File: src/rtl/display_pkg.sv
// Definitions shared by the display pipeline: default bus widths and the
// address generator's state encoding.
package display_pkg;
    localparam int DEF_ADDR_W = 20;
    localparam int DEF_X_W    = 11;
    localparam int DEF_Y_W    = 10;

    typedef enum logic {
        IDLE = 1'b0,
        SCAN = 1'b1
    } fag_state_t;
endpackage

File: src/rtl/raster_counter.sv
// Column/line counters for a raster walk with terminal-count flags for the
// last pixel of a line and of a frame.
module raster_counter
    import display_pkg::*;
#(
    parameter int X_W = DEF_X_W,
    parameter int Y_W = DEF_Y_W
) (
    input  logic           clk,
    input  logic           rst_ni,
    input  logic           clr_i,
    input  logic           adv_i,
    input  logic [X_W-1:0] h_act_i,
    input  logic [Y_W-1:0] v_act_i,
    output logic [X_W-1:0] pix_x_o,
    output logic [Y_W-1:0] pix_y_o,
    output logic           line_tc_o,
    output logic           frame_tc_o
);
    logic [X_W-1:0] x_q, x_d;
    logic [Y_W-1:0] y_q, y_d;

    assign line_tc_o  = (x_q == h_act_i - X_W'(1));
    assign frame_tc_o = line_tc_o && (y_q == v_act_i - Y_W'(1));

    always_comb begin
        x_d = x_q;
        y_d = y_q;
        if (clr_i) begin
            x_d = '0;
            y_d = '0;
        end else if (adv_i) begin
            if (line_tc_o) begin
                x_d = '0;
                y_d = frame_tc_o ? '0 : y_q + Y_W'(1);
            end else begin
                x_d = x_q + X_W'(1);
            end
        end
    end

    always_ff @(posedge clk) begin
        if (!rst_ni) begin
            x_q <= '0;
            y_q <= '0;
        end else begin
            x_q <= x_d;
            y_q <= y_d;
        end
    end

    assign pix_x_o = x_q;
    assign pix_y_o = y_q;
endmodule

File: src/rtl/frame_addr_gen.sv
// Framebuffer address generator: walks a strided 2-D window in raster order
// with double-buffered bases, frame-synchronous swap and stop.
module frame_addr_gen
    import display_pkg::*;
#(
    parameter int ADDR_W = DEF_ADDR_W,
    parameter int X_W    = DEF_X_W,
    parameter int Y_W    = DEF_Y_W
) (
    input  logic              clk,
    input  logic              ResetN,
    input  logic              Start,
    input  logic              Stop,
    input  logic              IncAddr,
    input  logic              SwapReq,
    input  logic [ADDR_W-1:0] Base0,
    input  logic [ADDR_W-1:0] Base1,
    input  logic [ADDR_W-1:0] Stride,
    input  logic [X_W-1:0]    HActive,
    input  logic [Y_W-1:0]    VActive,
    output logic [ADDR_W-1:0] Addr,
    output logic [X_W-1:0]    PixX,
    output logic [Y_W-1:0]    PixY,
    output logic              LineEnd,
    output logic              FrameEnd,
    output logic              ActiveBuf,
    output logic              Busy
);
    fag_state_t        state_q;
    logic [ADDR_W-1:0] addr_q, line_base_q, stride_q;
    logic [X_W-1:0]    h_q;
    logic [Y_W-1:0]    v_q;
    logic              active_buf_q, swap_pend_q, stop_pend_q;
    logic              line_end_q, frame_end_q, busy_q;

    logic              start_ok, adv, line_tc, frame_tc;
    logic              buf_d, stop_eff;
    logic [ADDR_W-1:0] base_d, next_line_base;

    assign start_ok = (state_q == IDLE) && Start && (HActive != '0) && (VActive != '0);
    assign adv      = (state_q == SCAN) && IncAddr;

    // A request arriving on the boundary cycle itself still applies to it.
    assign buf_d          = active_buf_q ^ (swap_pend_q | SwapReq);
    assign stop_eff       = stop_pend_q | Stop;
    assign base_d         = buf_d ? Base1 : Base0;
    assign next_line_base = line_base_q + stride_q;

    raster_counter #(
        .X_W(X_W),
        .Y_W(Y_W)
    ) u_raster (
        .clk       (clk),
        .rst_ni    (ResetN),
        .clr_i     (start_ok),
        .adv_i     (adv),
        .h_act_i   (h_q),
        .v_act_i   (v_q),
        .pix_x_o   (PixX),
        .pix_y_o   (PixY),
        .line_tc_o (line_tc),
        .frame_tc_o(frame_tc)
    );

    always_ff @(posedge clk) begin
        if (!ResetN) begin
            state_q      <= IDLE;
            addr_q       <= '0;
            line_base_q  <= '0;
            stride_q     <= '0;
            h_q          <= '0;
            v_q          <= '0;
            active_buf_q <= 1'b0;
            swap_pend_q  <= 1'b0;
            stop_pend_q  <= 1'b0;
            line_end_q   <= 1'b0;
            frame_end_q  <= 1'b0;
            busy_q       <= 1'b0;
        end else begin
            line_end_q  <= 1'b0;
            frame_end_q <= 1'b0;
            if (SwapReq) swap_pend_q <= 1'b1;
            case (state_q)
                IDLE: begin
                    if (start_ok) begin
                        h_q          <= HActive;
                        v_q          <= VActive;
                        stride_q     <= Stride;
                        active_buf_q <= buf_d;
                        swap_pend_q  <= 1'b0;
                        addr_q       <= base_d;
                        line_base_q  <= base_d;
                        busy_q       <= 1'b1;
                        state_q      <= SCAN;
                    end
                end
                SCAN: begin
                    if (Stop) stop_pend_q <= 1'b1;
                    if (IncAddr) begin
                        if (!line_tc) begin
                            addr_q <= addr_q + ADDR_W'(1);
                        end else if (!frame_tc) begin
                            line_base_q <= next_line_base;
                            addr_q      <= next_line_base;
                            line_end_q  <= 1'b1;
                        end else begin
                            line_end_q   <= 1'b1;
                            frame_end_q  <= 1'b1;
                            active_buf_q <= buf_d;
                            swap_pend_q  <= 1'b0;
                            h_q          <= HActive;
                            v_q          <= VActive;
                            stride_q     <= Stride;
                            addr_q       <= base_d;
                            line_base_q  <= base_d;
                            if (stop_eff) begin
                                stop_pend_q <= 1'b0;
                                busy_q      <= 1'b0;
                                state_q     <= IDLE;
                            end
                        end
                    end
                end
                default: state_q <= IDLE;
            endcase
        end
    end

    assign Addr      = addr_q;
    assign LineEnd   = line_end_q;
    assign FrameEnd  = frame_end_q;
    assign ActiveBuf = active_buf_q;
    assign Busy      = busy_q;
endmodule
File: config.mk
export PLATFORM = sky130hd
export DESIGN_NAME = frame_addr_gen
export DESIGN_NICKNAME = d
export VERILOG_FILES = /design/src/rtl/display_pkg.sv /design/src/rtl/raster_counter.sv /design/src/rtl/frame_addr_gen.sv
export SDC_FILE = /design/constraint.sdc
export NUM_CORES = 1
export LEC_CHECK = 0
export CAP_MARGIN = 20
export CORE_UTILIZATION = 48
export DETAILED_ROUTE_END_ITERATION = 6
export PLACE_DENSITY_LB_ADDON = 0.1
export SETUP_SLACK_MARGIN = 0.3
export SYNTH_ARGS = -nofsm -noshare
export SYNTH_HDL_FRONTEND = slang
export SYNTH_HIERARCHICAL = 1
export SYNTH_SLANG_ARGS = --single-unit
File: constraint.sdc
create_clock -name clk -period 3 [get_ports clk]
set_input_delay 0.3 -clock clk [delete_from_list [all_inputs] [get_ports clk]]
set_output_delay 0.3 -clock clk [all_outputs]
set_load 0.005 [all_outputs]
Word level (Yosys, flattened, before mapping)
Cells that the tools add are included.
Storage, ports and cells
  register bits after elaboration: 109
  output and inout port bits: 45
Operators by class
  add/sub/neg operators: 6
  equal/unequal tests: 7
  reductions and logical operators: 15
  mux-type cells: 56
  bitwise gates (word level): 5
Operators by type and width (count)
  two-way mux 20 bit: 11
  case mux 20 bit (2 select lines): 3
  two-way mux 11 bit: 5
  two-way mux 10 bit: 5
  two-way mux 1 bit: 26
  case mux 11 bit (2 select lines): 1
  adder 20 x 1 -> 20 bit, second input constant: 1
  adder 20 bit: 1
  case mux 10 bit (2 select lines): 1
  adder 11 x 1 -> 11 bit, second input constant: 1
  == test 11 bit: 1
  nonzero test 11 bit: 1
  subtractor 11 x 1 -> 11 bit, second input constant: 1
  adder 10 x 1 -> 10 bit, second input constant: 1
  == test 10 bit: 1
  nonzero test 10 bit: 1
  subtractor 10 x 1 -> 10 bit, second input constant: 1
  case mux 1 bit (2 select lines): 4
  AND reduction 4 bit: 2
  inequality test 2 x 1 -> 1 bit, second input constant: 3
  AND reduction 3 bit: 2
  logical AND 1 bit: 5
  AND reduction 5 bit: 1
  inequality test 2 bit, second input constant: 2
  5 further kinds: 8

Logic depth before layout (Yosys ltp)
Gate-level depths: netlist of run 1.
  depth after elaboration: 7
  gate-level depth with buffers: 16
  gate-level depth less buffers: 14

Modules after synthesis
Netlist of run 1, hierarchy kept.
Modules (own cells, without submodules)
  frame_addr_gen: area each 5441.5 um^2, cells each 722, sequential area each 1761.7 um^2, instances 1
  raster_counter: area each 1690.4 um^2, cells each 217, sequential area each 420.4 um^2, instances 1

Worst setup path after synthesis of run 1
OpenSTA, ideal clock, no wires.
  path type: register to register
  start: register v_q[2]
  end: register line_base_q[19]
  arrival time: 2.804 ns
  stages on the path, launching flop included: 13
  required time: 2.866 ns
  path slack: 0.063 ns
  path through: dfxtp_1 -> nor2_1 -> nor4b_1 -> mux2_2 -> a22o_1 -> o211ai_1 -> nor2_1 -> nor2b_1 -> buf_2 -> buf_1 -> o21ai_0 -> o21ai_0 -> o22ai_1
Between the ends
  cells in the longest elaborated chain, start to end: 7
RTL lines
  start: declaration: RTL line frame_addr_gen.sv:32  | logic [Y_W-1:0] v_q;
  start signal: assignment: RTL line frame_addr_gen.sv:87  | v_q <= VActive;
  start signal: assignment: RTL line frame_addr_gen.sv:112  | v_q <= VActive;
  subtractor 10 x 1 -> 10 bit: RTL line raster_counter.sv:24  | assign frame_tc_o = line_tc_o && (y_q == v_act_i - Y_W'(1));
  == test 10 bit: RTL line raster_counter.sv:24
  logical AND 1 bit: RTL line raster_counter.sv:24
  named net frame_tc: RTL line frame_addr_gen.sv:36  | logic start_ok, adv, line_tc, frame_tc;
  two-way mux 20 bit: RTL line frame_addr_gen.sv:102  | end else if (!frame_tc) begin
  two-way mux 20 bit: RTL line frame_addr_gen.sv:100  | if (!line_tc) begin
  two-way mux 20 bit: RTL line frame_addr_gen.sv:99  | if (IncAddr) begin
  case mux 20 bit (2 select lines): RTL line frame_addr_gen.sv:83  | case (state_q)
  end signal: assignment: RTL line frame_addr_gen.sv:92  | line_base_q <= base_d;
  end signal: assignment: RTL line frame_addr_gen.sv:103  | line_base_q <= next_line_base;
  end signal: assignment: RTL line frame_addr_gen.sv:115  | line_base_q <= base_d;
  end: declaration: RTL line frame_addr_gen.sv:30  | logic [ADDR_W-1:0] addr_q, line_base_q, stride_q;
The timed path passes the listed nets, and every way through them passes these cells. The select of a mux whose other input is x is not followed.
A chain may end at the register's enable or synchronous reset.

Final worst setup path of run 1
  start: register v_q[2]
  end: register addr_q[3], in the netlist Addr[3]
Between the ends
  cells in the longest elaborated chain, start to end: 7
RTL lines
  subtractor 10 x 1 -> 10 bit: RTL line raster_counter.sv:24
  == test 10 bit: RTL line raster_counter.sv:24
  logical AND 1 bit: RTL line raster_counter.sv:24
  named net frame_tc: RTL line frame_addr_gen.sv:36
  two-way mux 20 bit: RTL line frame_addr_gen.sv:102
  two-way mux 20 bit: RTL line frame_addr_gen.sv:100
  two-way mux 20 bit: RTL line frame_addr_gen.sv:99
  case mux 20 bit (2 select lines): RTL line frame_addr_gen.sv:83
  end signal: assignment: RTL line frame_addr_gen.sv:91  | addr_q <= base_d;
  end signal: assignment: RTL line frame_addr_gen.sv:101  | addr_q <= addr_q + ADDR_W'(1);
  end signal: assignment: RTL line frame_addr_gen.sv:104  | addr_q <= next_line_base;
  end: declaration: RTL line frame_addr_gen.sv:30
The timed path passes the listed nets, and every way through them passes these cells. The select of a mux whose other input is x is not followed.

==> impl_results.md, run 1 <==
* Number of max-slew violations in the final report at 0
* Data required, critical path at 3.22 ns
* Final global-route overflow total at 0
* Remaining max-slew budget at the tightest pin at 0.361
* Combinational cell fraction of total power at 0.357
* Routed length per placed instance at between 20 and 25 microns
* DIE HEIGHT at 124 microns
* Cell count after synthesis at 939
* Cell Area, Placed at 0.00899 sq mm
* Sequential fraction of the synthesis area at 0.306
* Number of warnings reported in the yosys synthesis log at 6
* CP Data Arrival Time at 3.37 ns
* Leak at around 4.4 nW
* Classification of the worst-slack hold path: register to register
* Initial Utilization at 0.491
* Htree depth at 3
* Net count reported at finish at 1,276
* Standard-cell rows at 44
* Number of CTS-inserted buffers at 9
* Clock latency on the worst-skew pair at 0.37 ns
* Period utilization at 1.05
* Vias in the first global route at 7,526
* Largest net degree at the start of global routing at 35
* Post-detailed-route DRC marker count at 0
* Number of max-cap violations at 0
* First-pass GRT wire length at 38.7 mm
* Peak fanout along the critical path at 4
* Internal power at 3.04 mW
* Number of placed cells counting well taps at 1,266
* TritonCTS clock tree: yes
* Post-synth top area cell: sky130_fd_sc_hd__dfxtp_1
* Clk Tree Root Cell: sky130_fd_sc_hd__clkbuf_16
* Violations in the final reports: setup timing
* Count of nets left with antenna violations after detail routing at 0
* Highest achievable clock rate at 317 MHz
* Transition time at the pin with the least slew margin at 0.953 ns
* Clock-pin slew on the worst setup and hold paths at ~0.080 ns
* Cell types with the largest area share after synthesis: sky130_fd_sc_hd__dfxtp_1 (31%), sky130_fd_sc_hd__nand2_1 (7.7%), sky130_fd_sc_hd__a21oi_1 (6.8%)
* Sequential Power Share at 0.363
* Core Footprint at approximately 0.015 sq mm
* Fin area at about 0.011 sq mm
* Dominant synthesized flop cell: sky130_fd_sc_hd__dfxtp_1
* Fraction of power spent switching nets at 0.337
* Unrepaired setup endpoints after global routing: yes
* Crit Path Category: register to register
* Sum Neg Setup Slack at -1.88 ns
* CP Capture Type: register
* Total die area at 0.0154 sq mm
* Core occupancy in the finished layout at 0.780
* Switching power at 1.55 mW
* Total track usage at 0.331
* Number of DRC violations after detailed-routing iteration 0 at 721
* Post-synth EDFFs at 0
* Total of hold buffers inserted after clock tree synthesis at 0
* Total setup violations reported at the end of the flow at 37
* Syn nets at about 1,100
* Worst Setup Slack, final at -0.150 ns
* Final Non-Filler Cells at 1,352
* Area fraction of the dominant cell type after synthesis at 0.306
* Synth cell types at 74
* Seq cells post-synth at roughly 110
* Setup clock skew after layout at 0.00936 ns
* Vias per cell at 6.30
* Post-synthesis cell area at 0.00713 sq mm
* Signed area change from the synthesized netlist to the final layout at 58.9%
* Power per cell area at roughly 400 mW/mm^2
* Buffers on Ports at 131
* Total number of vias at between 8,000 and 9,000
* Layout cells sized above 1 at 0.294
* Antenna Cells at 0
* Share of flip-flops with an asynchronous set or reset at 0
* Clock period minus final worst setup slack at 3.15 ns
* Global placement routability congestion at 0.926
* Die X at 124 microns
* Per-instance average area after synthesis at 7.60 sq um
* Number of detailed-routing iterations run before antenna repair at 6
* Overall routed net length at 28.5 mm
* Run status: complete, but fails checks
* HPWL after DPL at 17.2 mm
* Peak supply drop at 0.000281 V
* Number of antenna violations at the first check in global routing at 0
* Startpoint class of the critical path: register
* I/O pin count at 132
* Clock network fraction of total power at 0.280
* Number of hold-slack violations in the final timing report at 0
* Clk buf depth at 2
* Total number of clock tree sinks at 109
worst paths after layout:
check,from,cells past startpoint,to,slack (ns)
worst max-delay path,v_q[2]$_SDFFE_PN0P_,14,Addr[3]$_SDFFE_PN0P_,-0.15
worst min-delay path,stride_q[15]$_SDFFE_PN0P_,2,stride_q[15]$_SDFFE_PN0P_,0.46
worst max register to register,v_q[2]$_SDFFE_PN0P_,14,Addr[3]$_SDFFE_PN0P_,-0.15
worst min register to register,stride_q[15]$_SDFFE_PN0P_,2,stride_q[15]$_SDFFE_PN0P_,0.46
worst max-delay path, cell delays in order, from the launching register on:
cell	delay, ns
sky130_fd_sc_hd__dfxtp_4	0.37
sky130_fd_sc_hd__buf_6	0.12
sky130_fd_sc_hd__nor4_4	0.31
sky130_fd_sc_hd__nand2_1	0.10
sky130_fd_sc_hd__or4_1	0.41
sky130_fd_sc_hd__nand2b_1	0.10
sky130_fd_sc_hd__o211ai_1	0.24
sky130_fd_sc_hd__nor2_2	0.26
sky130_fd_sc_hd__buf_4	0.17
sky130_fd_sc_hd__nor2b_4	0.06
sky130_fd_sc_hd__a211oi_2	0.34
sky130_fd_sc_hd__a211oi_2	0.10
sky130_fd_sc_hd__buf_4	0.16
sky130_fd_sc_hd__o21ai_0	0.17
sky130_fd_sc_hd__a21oi_1	0.09
per-stage QoR:
stage	hold WS (ns)	power (mW)	worst slack, ns
6_report	0.463	4.58	-0.150
5_1_grt	0.480	4.72	-0.177
4_1_cts	0.463	4.29	0.112
3_5_place_dp	0.453	2.81	-0.161
3_3_place_gp	0.449	2.80	-0.216
2_1_floorplan	0.428	2.33	0.300
layer usage:
layer	vias to the layer above	global-route usage	share of wire
li1	3869	-	-
met1	4028	0.405	0.39
met2	478	0.548	0.48
met3	138	0.0426	0.074
met4	0	0.211	0.062
met5	-	0	0
area by class of cell:
type | instances | area [sq um]
multi-input combinational | 760 | 5700
sequential | 109 | 2200
inverter | 25 | 93.8
tap | 184 | 230
timing repair buffer | 259 | 2810
clock buffer | 12 | 256
clock inverter | 3 | 45.0
fill | 987 | 3200
kinds of logic (layout without fill, tap and decap cells):
family,count (synthesis),after routing,synth area share
adder cells (fa/ha/maj),25,25,0.0449
buffers and inverters,71,299,0.0416
XOR/XNOR,61,61,0.0749
AO/OA/AOI/OAI,270,270,0.234
AND/OR/NAND/NOR,370,371,0.251
flip-flops,109,109,0.306
multiplexers,33,33,0.0479
synthesized netlist by cell type, drive strengths merged, types with 8 or more instances:
library cell,count
mux2i,27
nor4,12
nand3,30
clkbuf,29
nand2,148
a211oi,13
xnor2,36
or3,11
inv,23
nor2,70
dfxtp,109
o21ai,68
nor3,24
buf,17
o22ai,8
xor2,25
o211ai,8
nand2b,10
and3,13
a31oi,13
ha,24
a21oi,98
nand4,12
power groups by stage:
stage	clock (mW)	combinational, mW	sequential (mW)
6_report	1.28	1.64	1.66
5_1_grt	1.33	1.72	1.67
4_1_cts	1.27	1.38	1.65
3_5_place_dp	0	1.13	1.68
3_3_place_gp	0	1.12	1.68
2_1_floorplan	0	0.676	1.66
cell usage in the layout, fill, tap and decap left out, drive strengths merged, types with 7 or more instances in the layout:
cell | netlist | routed
a21oi | 98 | 98
mux2i | 27 | 27
nand4 | 12 | 12
a31oi | 13 | 13
nand2 | 148 | 149
and2 | 7 | 7
xnor2 | 36 | 36
nand2b | 10 | 10
nor2 | 70 | 70
inv | 23 | 23
or3 | 11 | 11
and4 | 7 | 7
nor3 | 24 | 24
dfxtp | 109 | 109
o22ai | 8 | 8
o211ai | 8 | 8
nand3 | 30 | 30
clkdlybuf4s50 | 0 | 131
nor4 | 12 | 12
and3 | 13 | 13
o21ai | 68 | 68
o21a | 7 | 7
a211oi | 13 | 13
buf | 17 | 126
ha | 24 | 24
xor2 | 25 | 25
clkbuf | 29 | 14
flip-flops by register name (all words and copies together) (netlist names), 10 cells and up:
| name | flops |
|---|---|
| Addr | 20 |
| line_base_q | 20 |
| stride_q | 20 |
| h_q | 11 |
| u_raster/pix_x_o | 11 |
| u_raster/pix_y_o | 10 |
| v_q | 10 |
repair_timing:
| action | CTS | global route |
|---|---|---|
| gates resized for setup | 147 | 181 |
| cloned | 11 | 3 |
| pin swaps | 82 | 75 |
| setup endpoints to repair | 104 | 106 |
| buffers inserted | 33 | 24 |
Power figures use the tool's default switching activity.
==> run 2, diff against run 1 <==
- SYNTH_HIERARCHICAL: 1 -> not set
==> run 2 against run 1 <==
The run still ends with setup timing left. Combinational power shrank 18%. Final cell count shrank 10%. Critical path depth decreased by 3. Clock skew is essentially flat. Via count down 13%. Hold slack better by 0.0095 ns. Global-route usage fell by 1.9 points. Largest power group unchanged. Clock power down 7%. Sequential share of layout area increased by 2.7 points. Total power fell by 8.2%.
==> impl_results.md, run 2 <==
* Run status: complete, but fails checks
* Violations in the final reports: setup timing
* Vias in the first global route at 7,038
* I/O pin count at 132
* Share of flip-flops with an asynchronous set or reset at 0
* Clk Tree Root Cell: sky130_fd_sc_hd__clkbuf_16
* Leak at 3.72 nW
* Post-synthesis cell area at 0.00684 sq mm
* Commonest cells post-synth: sky130_fd_sc_hd__dfxtp_1 (109), sky130_fd_sc_hd__a21oi_1 (82), sky130_fd_sc_hd__o21ai_0 (76), sky130_fd_sc_hd__nand3_1 (74)
* Hold Crit Depth at 2
* Crit Path Category: register to register
* Highest achievable clock rate at 329 MHz
* Buffers on Ports at 131
* Classification of the worst-slack hold path: register to register
* Largest net degree at the start of global routing at 43
* Total of hold buffers inserted after clock tree synthesis at 0
* Area fraction of the dominant cell type after synthesis at 0.319
* Net count reported at finish at about 1,100
* Launch point of the worst hold path: line_base_q[17]$_SDFFE_PN0P_
* Post-synth EDFFs at 0
* Number of hold-slack violations in the final timing report at 0
* Met1 Routed Length at 9.50 mm
* Remaining max-slew budget at the tightest pin at 0.531
* Total track usage at 0.312
* Core Footprint at 0.0139 sq mm
* Number of max-cap violations at 0
* Count of nets left with antenna violations after detail routing at 0
* Worst R2R End: v_q[9]$_SDFFE_PN0P_
* Setup clock skew after layout at 0.00914 ns
* Transition time at the pin with the least slew margin at 0.694 ns
* Highest-count cells in the layout ignoring fill and taps: sky130_fd_sc_hd__clkdlybuf4s50_1 (131), sky130_fd_sc_hd__dfxtp_1 (106), sky130_fd_sc_hd__a21oi_1 (73), sky130_fd_sc_hd__buf_4 (61), sky130_fd_sc_hd__nor2_1 (57)
* Cell repeated most along the worst path: sky130_fd_sc_hd__or4_4
* Clk buf depth at 2
* Startpoint of the worst-slack reg-to-reg timing path: h_q[1]$_SDFFE_PN0P_
* Clock period minus final worst setup slack at 3.04 ns
* Period utilization at 1.01
* CP Data Arrival Time at 3.33 ns
* Total setup violations reported at the end of the flow at 12
* Cell types with the largest area share after synthesis: sky130_fd_sc_hd__dfxtp_1 (32%), sky130_fd_sc_hd__xnor2_1 (6.0%), sky130_fd_sc_hd__a21oi_1 (6.0%)
* CP startpoint: h_q[1]$_SDFFE_PN0P_
* Cell chain of the critical path: or4_4 -> or4_4 -> a21oi_2 -> a31oi_2 -> or4_4 -> o21ai_4 -> buf_4 -> buf_16 -> buf_4 -> nand3_1 -> a21oi_2
* Signed area change from the synthesized netlist to the final layout at 44.1%
* Total number of vias at 7,391
* Seq cells post-synth at 109
* Number of DRC violations after detailed-routing iteration 0 at between 500 and 600
* TritonCTS clock tree: yes
* Routed length per placed instance at 18.7 microns
* Bufs and invs on worst path at 3
* Total die area at 0.0147 sq mm
* Power per cell area at 427 mW/mm^2
* Met2 wirelength from detailed routing at about 11 mm
* Met3 WL at about 1.4 mm
* DIE HEIGHT at 121 microns
* Number of placed cells counting well taps at 1,185
* Number of antenna violations at the first check in global routing at 0
* Fin area at 0.00986 sq mm
* Final Non-Filler Cells at ~1,200
* Top routing layer in use: met4
* Most repeated cell in the gate-level netlist after synthesis: sky130_fd_sc_hd__dfxtp_1
* Startpoint class of the critical path: register
* Post-synth top area cell: sky130_fd_sc_hd__dfxtp_1
* Sum Neg Setup Slack at -0.247 ns
* HPWL after DPL at 16.1 mm
* Vias per cell at 6.07
* Per-instance average area after synthesis at 7.94 sq um
* Clock latency on the worst-skew pair at around 0.36 ns
* Peak per-stage delay on the critical path at 0.52 ns
* CP Capture Type: register
* Antenna Cells at 0
* Core occupancy in the finished layout at 0.710
* Clock-pin slew on the worst setup and hold paths at 0.08 ns
* Number of warnings reported in the yosys synthesis log at 0
* Number of detailed-routing iterations run before antenna repair at 5
* Hold endpoint: line_base_q[17]$_SDFFE_PN0P_
* Length in cells of the worst reg-to-reg path at 11
* Number of CTS-inserted buffers at 9
* Number of max-slew violations in the final report at 0
* Global placement routability congestion at 0.910
* Cell Area, Placed at 0.00903 sq mm
* Htree depth at 3
* Initial Utilization at 0.493
* Die X at 121 microns
* Slowest-stage cell, CP: sky130_fd_sc_hd__or4_4
* Data required, critical path at between 3 and 4 ns
* Peak supply drop at 0.000263 V
* Cell count after synthesis at 862
* Worst Setup Slack, final at -0.0380 ns
* Syn nets at between 900 and 1,000
* Standard-cell rows at 43
* Total number of clock tree sinks at 109
* Synth cell types at 67
* Final global-route overflow total at 0
* Overall routed net length at 22.7 mm
* First-pass GRT wire length at about 36 mm
* Post-detailed-route DRC marker count at 0
* Unrepaired setup endpoints after global routing: yes
* Cell family contributing the most delay on the critical path: simple AND/OR/NAND/NOR gates
* Peak fanout along the critical path at 14
* Dominant synthesized flop cell: sky130_fd_sc_hd__dfxtp_1
* Layout cells sized above 1 at 0.201
* Most common cell after layout, fill and taps aside: sky130_fd_sc_hd__clkdlybuf4s50_1
* Register-to-Register Setup Slack at -0.04 ns
* Sequential fraction of the synthesis area at 0.319
run 2: cell count changes after synthesis, moves of 11 or more:
| cell | delta |
|---|---|
| sky130_fd_sc_hd__nand3_1 | +44 |
| sky130_fd_sc_hd__o21ai_0 | +19 |
| sky130_fd_sc_hd__xnor2_1 | +11 |
| sky130_fd_sc_hd__nand2_1 | -86 |
| sky130_fd_sc_hd__a21oi_1 | -15 |
| sky130_fd_sc_hd__clkbuf_1 | +11 |
| sky130_fd_sc_hd__mux2_2 | +11 |
run 2: cell type report:
class | instances | area [sq um]
multi-input cells | 681 | 4910
fillers | 1124 | 4020
flip-flops and latches | 109 | 2190
repair buffers | 214 | 2180
clock buffers | 12 | 267
well taps | 180 | 225
inverters | 18 | 70.1
clock inverters | 3 | 20.0
run 2: how the worst max path moves through the flow:
stage / slack, ns / to / depth (start not counted)
floorplan: 0.01 / ActiveBuf$_SDFFE_PN0P_ / 10
global placement: -0.11 / Addr[9]$_SDFFE_PN0P_ / 11
detailed placement: -0.08 / Addr[9]$_SDFFE_PN0P_ / 11
CTS: 0.02 / Addr[4]$_SDFFE_PN0P_ / 10
global route: -0.11 / v_q[9]$_SDFFE_PN0P_ / 11
finish: -0.04 / v_q[9]$_SDFFE_PN0P_ / 11
run 2: cells by family (layout without fill, tap and decap cells):
group	Yosys count	after routing	share of synthesized area
XOR/XNOR	72	72	0.0922
multiplexers	33	33	0.0512
buffers and inverters	72	247	0.0424
AND/OR/NAND/NOR	289	289	0.209
flip-flops	109	109	0.319
adder cells (fa/ha/maj)	25	25	0.0468
AO/OA/AOI/OAI	262	262	0.240
run 2: power breakdown:
part           total (mW)  internal (mW)  leakage [nW]  switching (mW)
sequential           1.67           1.55         0.893           0.116
combinational        1.35          0.665          2.69           0.689
clock                1.19          0.627         0.137           0.563
total                4.21           2.84          3.72            1.37
run 2: timing repair:
item | 4_1_cts | 5_1_grt
gates cloned | 6 | 0
gates resized for setup | 39 | 45
setup endpoints to repair | 107 | 108
setup buffers | 9 | 2
pin swaps | 11 | 19
endpoints found under the hold margin | 0 | 0
run 2: stage by stage:
| stage | total power [mW] | setup slack [ns] | hold slack, ns |
|---|---|---|---|
| after floorplan | 2.41 | 0.00994 | 0.436 |
| after global placement | 2.88 | -0.112 | 0.450 |
| after detailed placement | 2.89 | -0.0775 | 0.462 |
| after CTS | 4.17 | 0.0172 | 0.472 |
| after global routing | 4.40 | -0.106 | 0.499 |
| final | 4.21 | -0.0380 | 0.473 |
run 2: tightest hold or removal path, stage by stage, from the launching register on:
cell,delay [ns]
sky130_fd_sc_hd__dfxtp_1,0.31
sky130_fd_sc_hd__nand2_1,0.06
sky130_fd_sc_hd__a21oi_1,0.06
run 2: per-layer routing:
| layer | GRT usage | up-vias |
|---|---|---|
| met3 | 0.0564 | 63 |
| li1 | - | 3537 |
| met1 | 0.386 | 3489 |
| met2 | 0.515 | 302 |
| met4 | 0.160 | 0 |
| met5 | 0 | - |
==> run 3, diff against run 2 <==
- TNS_END_PERCENT: not set -> 1
==> run 3 against run 2 <==
The flow still finishes with violations (setup timing). Setup slack got worse by 0.082 ns. Critical path type unchanged. Highest routed layer unchanged. Total power decreased by 2.2%. Largest power group unchanged. Sequential share of layout area increased by 1.1 points. Wire length decreased by 4.3%. Critical path depth decreased by 1. Flip-flop and latch count unchanged.
==> impl_results.md, run 3 (same netlist as run 2, synthesis figures left out) <==
* Run status: complete, but fails checks
* Violations in the final reports: setup timing
* HPWL after DPL at 16.0 mm
* Core Footprint at 0.0139 sq mm
* Initial Utilization at 0.493
* I/O pin count at 132
* Clock period minus final worst setup slack at a little over 3 ns
* Clk buf depth at 2
* Total setup violations reported at the end of the flow at 62
* Number of DRC violations after detailed-routing iteration 0 at 556
* Overall routed net length at 21.8 mm
* Number of CTS-inserted buffers at 9
* Setup clock skew after layout at 0.00595 ns
* Number of max-cap violations at 0
* Final global-route overflow total at 0
* Slowest-stage cell, CP: sky130_fd_sc_hd__or4_4
* Number of max-slew violations in the final report at 0
* Clk Tree Root Cell: sky130_fd_sc_hd__clkbuf_16
* Clock-pin slew on the worst setup and hold paths at 0.07 ns
* Buffers on Ports at between 100 and 150
* First-pass GRT wire length at 34.6 mm
* Global placement routability congestion at 0.923
* Startpoint class of the critical path: register
* Net count reported at finish at 1,133
* Largest net degree at the start of global routing at 45
* Worst Setup Slack, final at -0.120 ns
* Antenna Cells at 0
* Peak per-stage delay on the critical path at 0.53 ns
* Standard-cell rows at 43
* Hold Slack at 0.470 ns
* Cell repeated most along the worst path: sky130_fd_sc_hd__or4_4
* Most common cell after layout, fill and taps aside: sky130_fd_sc_hd__clkdlybuf4s50_1
* CP Data Arrival Time at 3.37 ns
* Final total power at just over 4 mW
* Highest-count cells in the layout ignoring fill and taps: sky130_fd_sc_hd__clkdlybuf4s50_1 (131), sky130_fd_sc_hd__dfxtp_1 (108), sky130_fd_sc_hd__a21oi_1 (76), sky130_fd_sc_hd__nand3_1 (73), sky130_fd_sc_hd__o21ai_0 (66)
* Data required, critical path at 3.25 ns
* Layout cells sized above 1 at 0.152
* Crit Path Category: register to register
* Core occupancy in the finished layout at 0.674
* Vias in the first global route at 6,902
* Sum Neg Setup Slack at -2.88 ns
* CP Capture Type: register
* Peak supply drop at 0.000279 V
* Total die area at 0.0147 sq mm
* Minimum setup slack after placement at -0.209 ns
* TritonCTS clock tree: yes
* Total setup buffers inserted after CTS at 0
* Vias per cell at 6.06
* Transition time at the pin with the least slew margin at just over 0.7 ns
* Count of nets left with antenna violations after detail routing at 0
* Classification of the worst-slack hold path: register to register
* Htree depth at 3
* Period utilization at 1.04
* Signed area change from the synthesized netlist to the final layout at 36.8%
* Peak fanout along the critical path at 24
* Routed length per placed instance at 18.0 microns
* DIE HEIGHT at 121 microns
* Length in cells of the worst reg-to-reg path at 10
* Cell chain of the critical path: or4_4 -> or4_4 -> a21oi_2 -> a31oi_2 -> buf_4 -> or4_4 -> o21ai_4 -> buf_12 -> a211oi_1 -> a211o_1
* Register-to-Register Setup Slack at -0.12 ns
* Launch point of the worst hold path: line_base_q[17]$_SDFFE_PN0P_
* Unrepaired setup endpoints after global routing: yes
* Number of hold-slack violations in the final timing report at 0
* Startpoint of the worst-slack reg-to-reg timing path: h_q[0]$_SDFFE_PN0P_
* Hold endpoint: line_base_q[17]$_SDFFE_PN0P_
* Total number of clock tree sinks at 109
* Hold Crit Depth at 2
* Power per cell area at about 440 mW/mm^2
* Die X at 121 microns
* Post-detailed-route DRC marker count at 0
* Clock latency on the worst-skew pair at 0.36 ns
* Highest achievable clock rate at 321 MHz
* Worst R2R End: Addr[4]$_SDFFE_PN0P_
* Leak at roughly 3.5 nW
* Total track usage at 0.297
* Remaining max-slew budget at the tightest pin at 0.522
* Total number of vias at between 7,000 and 8,000
* Number of antenna violations at the first check in global routing at 0
* Number of detailed-routing iterations run before antenna repair at 5
run 3: cell count changes in the layout (fill, tap and decap cells not counted), sizes merged:
cell      previous run  this run
clkinvlp             2         1
clkinv               1         3
clkbuf              12        10
bufinv               0         1
bufbuf               2         0
buf                 81        71
inv                 18        19
run 3: how the worst max path moves through the flow:
| stage | slack, ns | endpoint | startpoint | cells past startpoint |
|---|---|---|---|---|
| floorplan | -0.003 | ActiveBuf$_SDFFE_PN0P_ | h_q[2]$_SDFFE_PN0P_ | 10 |
| detailed placement | -0.21 | u_raster.pix_y_o[7]$_SDFFE_PP0P_ | h_q[1]$_SDFFE_PN0P_ | 11 |
| CTS | -0.10 | Addr[4]$_SDFFE_PN0P_ | h_q[0]$_SDFFE_PN0P_ | 10 |
| finish | -0.12 | Addr[4]$_SDFFE_PN0P_ | h_q[0]$_SDFFE_PN0P_ | 10 |
| global placement | -0.07 | u_raster.pix_y_o[9]$_SDFFE_PP0P_ | h_q[0]$_SDFFE_PN0P_ | 9 |
| global route | -0.22 | h_q[0]$_SDFFE_PN0P_ | h_q[0]$_SDFFE_PN0P_ | 11 |
run 3: area by class of cell:
type / instances / area, sq um
timing repair buffer: 202 / 1950
sequential: 109 / 2180
clock inverter: 6 / 61.3
fill: 1177 / 4520
multi-input combinational: 681 / 4630
tap: 180 / 225
inverter: 18 / 67.6
clock buffer: 10 / 239
run 3: through the flow:
step / std cells / cell area (sq um)
floorplan: 862 / 6890
global placement: 1190 / 8810
detailed placement: 1190 / 8810
CTS: 1206 / 9210
global route: 1206 / 9360
finish: 1206 / 9360
run 3: power breakdown:
part           leakage [nW]  total (mW)  switching [mW]  internal, mW
registers             0.892        1.66           0.113          1.55
logic                  2.48        1.22           0.621         0.599
clock network         0.149        1.24           0.567         0.670
total                  3.52        4.12            1.30          2.82
run 3: critical path: cells and delay by family, from the launching register on:
kind / cells / cell delay (ns)
AND/OR/NAND/NOR: 3 / 1.49
buffers and inverters: 2 / 0.39
flip-flops: 1 / 0.33
AO/OA/AOI/OAI: 5 / 0.78
run 3: layer usage:
metal	part of all wire	vias up	track usage	routed length (microns)
met5	0	-	0	0
met4	0.031	0	0.140	680
met3	0.059	47	0.0324	1280
met2	0.48	302	0.496	10400
met1	0.43	3450	0.382	9380
li1	-	3507	-	-
run 3: timing repair:
| item | CTS | global route |
|---|---|---|
| hold buffers | 0 | 0 |
| pin swaps | 21 | 13 |
| hold endpoints to repair | 0 | 0 |
| gates cloned | 0 | 0 |
| endpoints found under the setup margin | 109 | 109 |
| resized for setup | 34 | 30 |
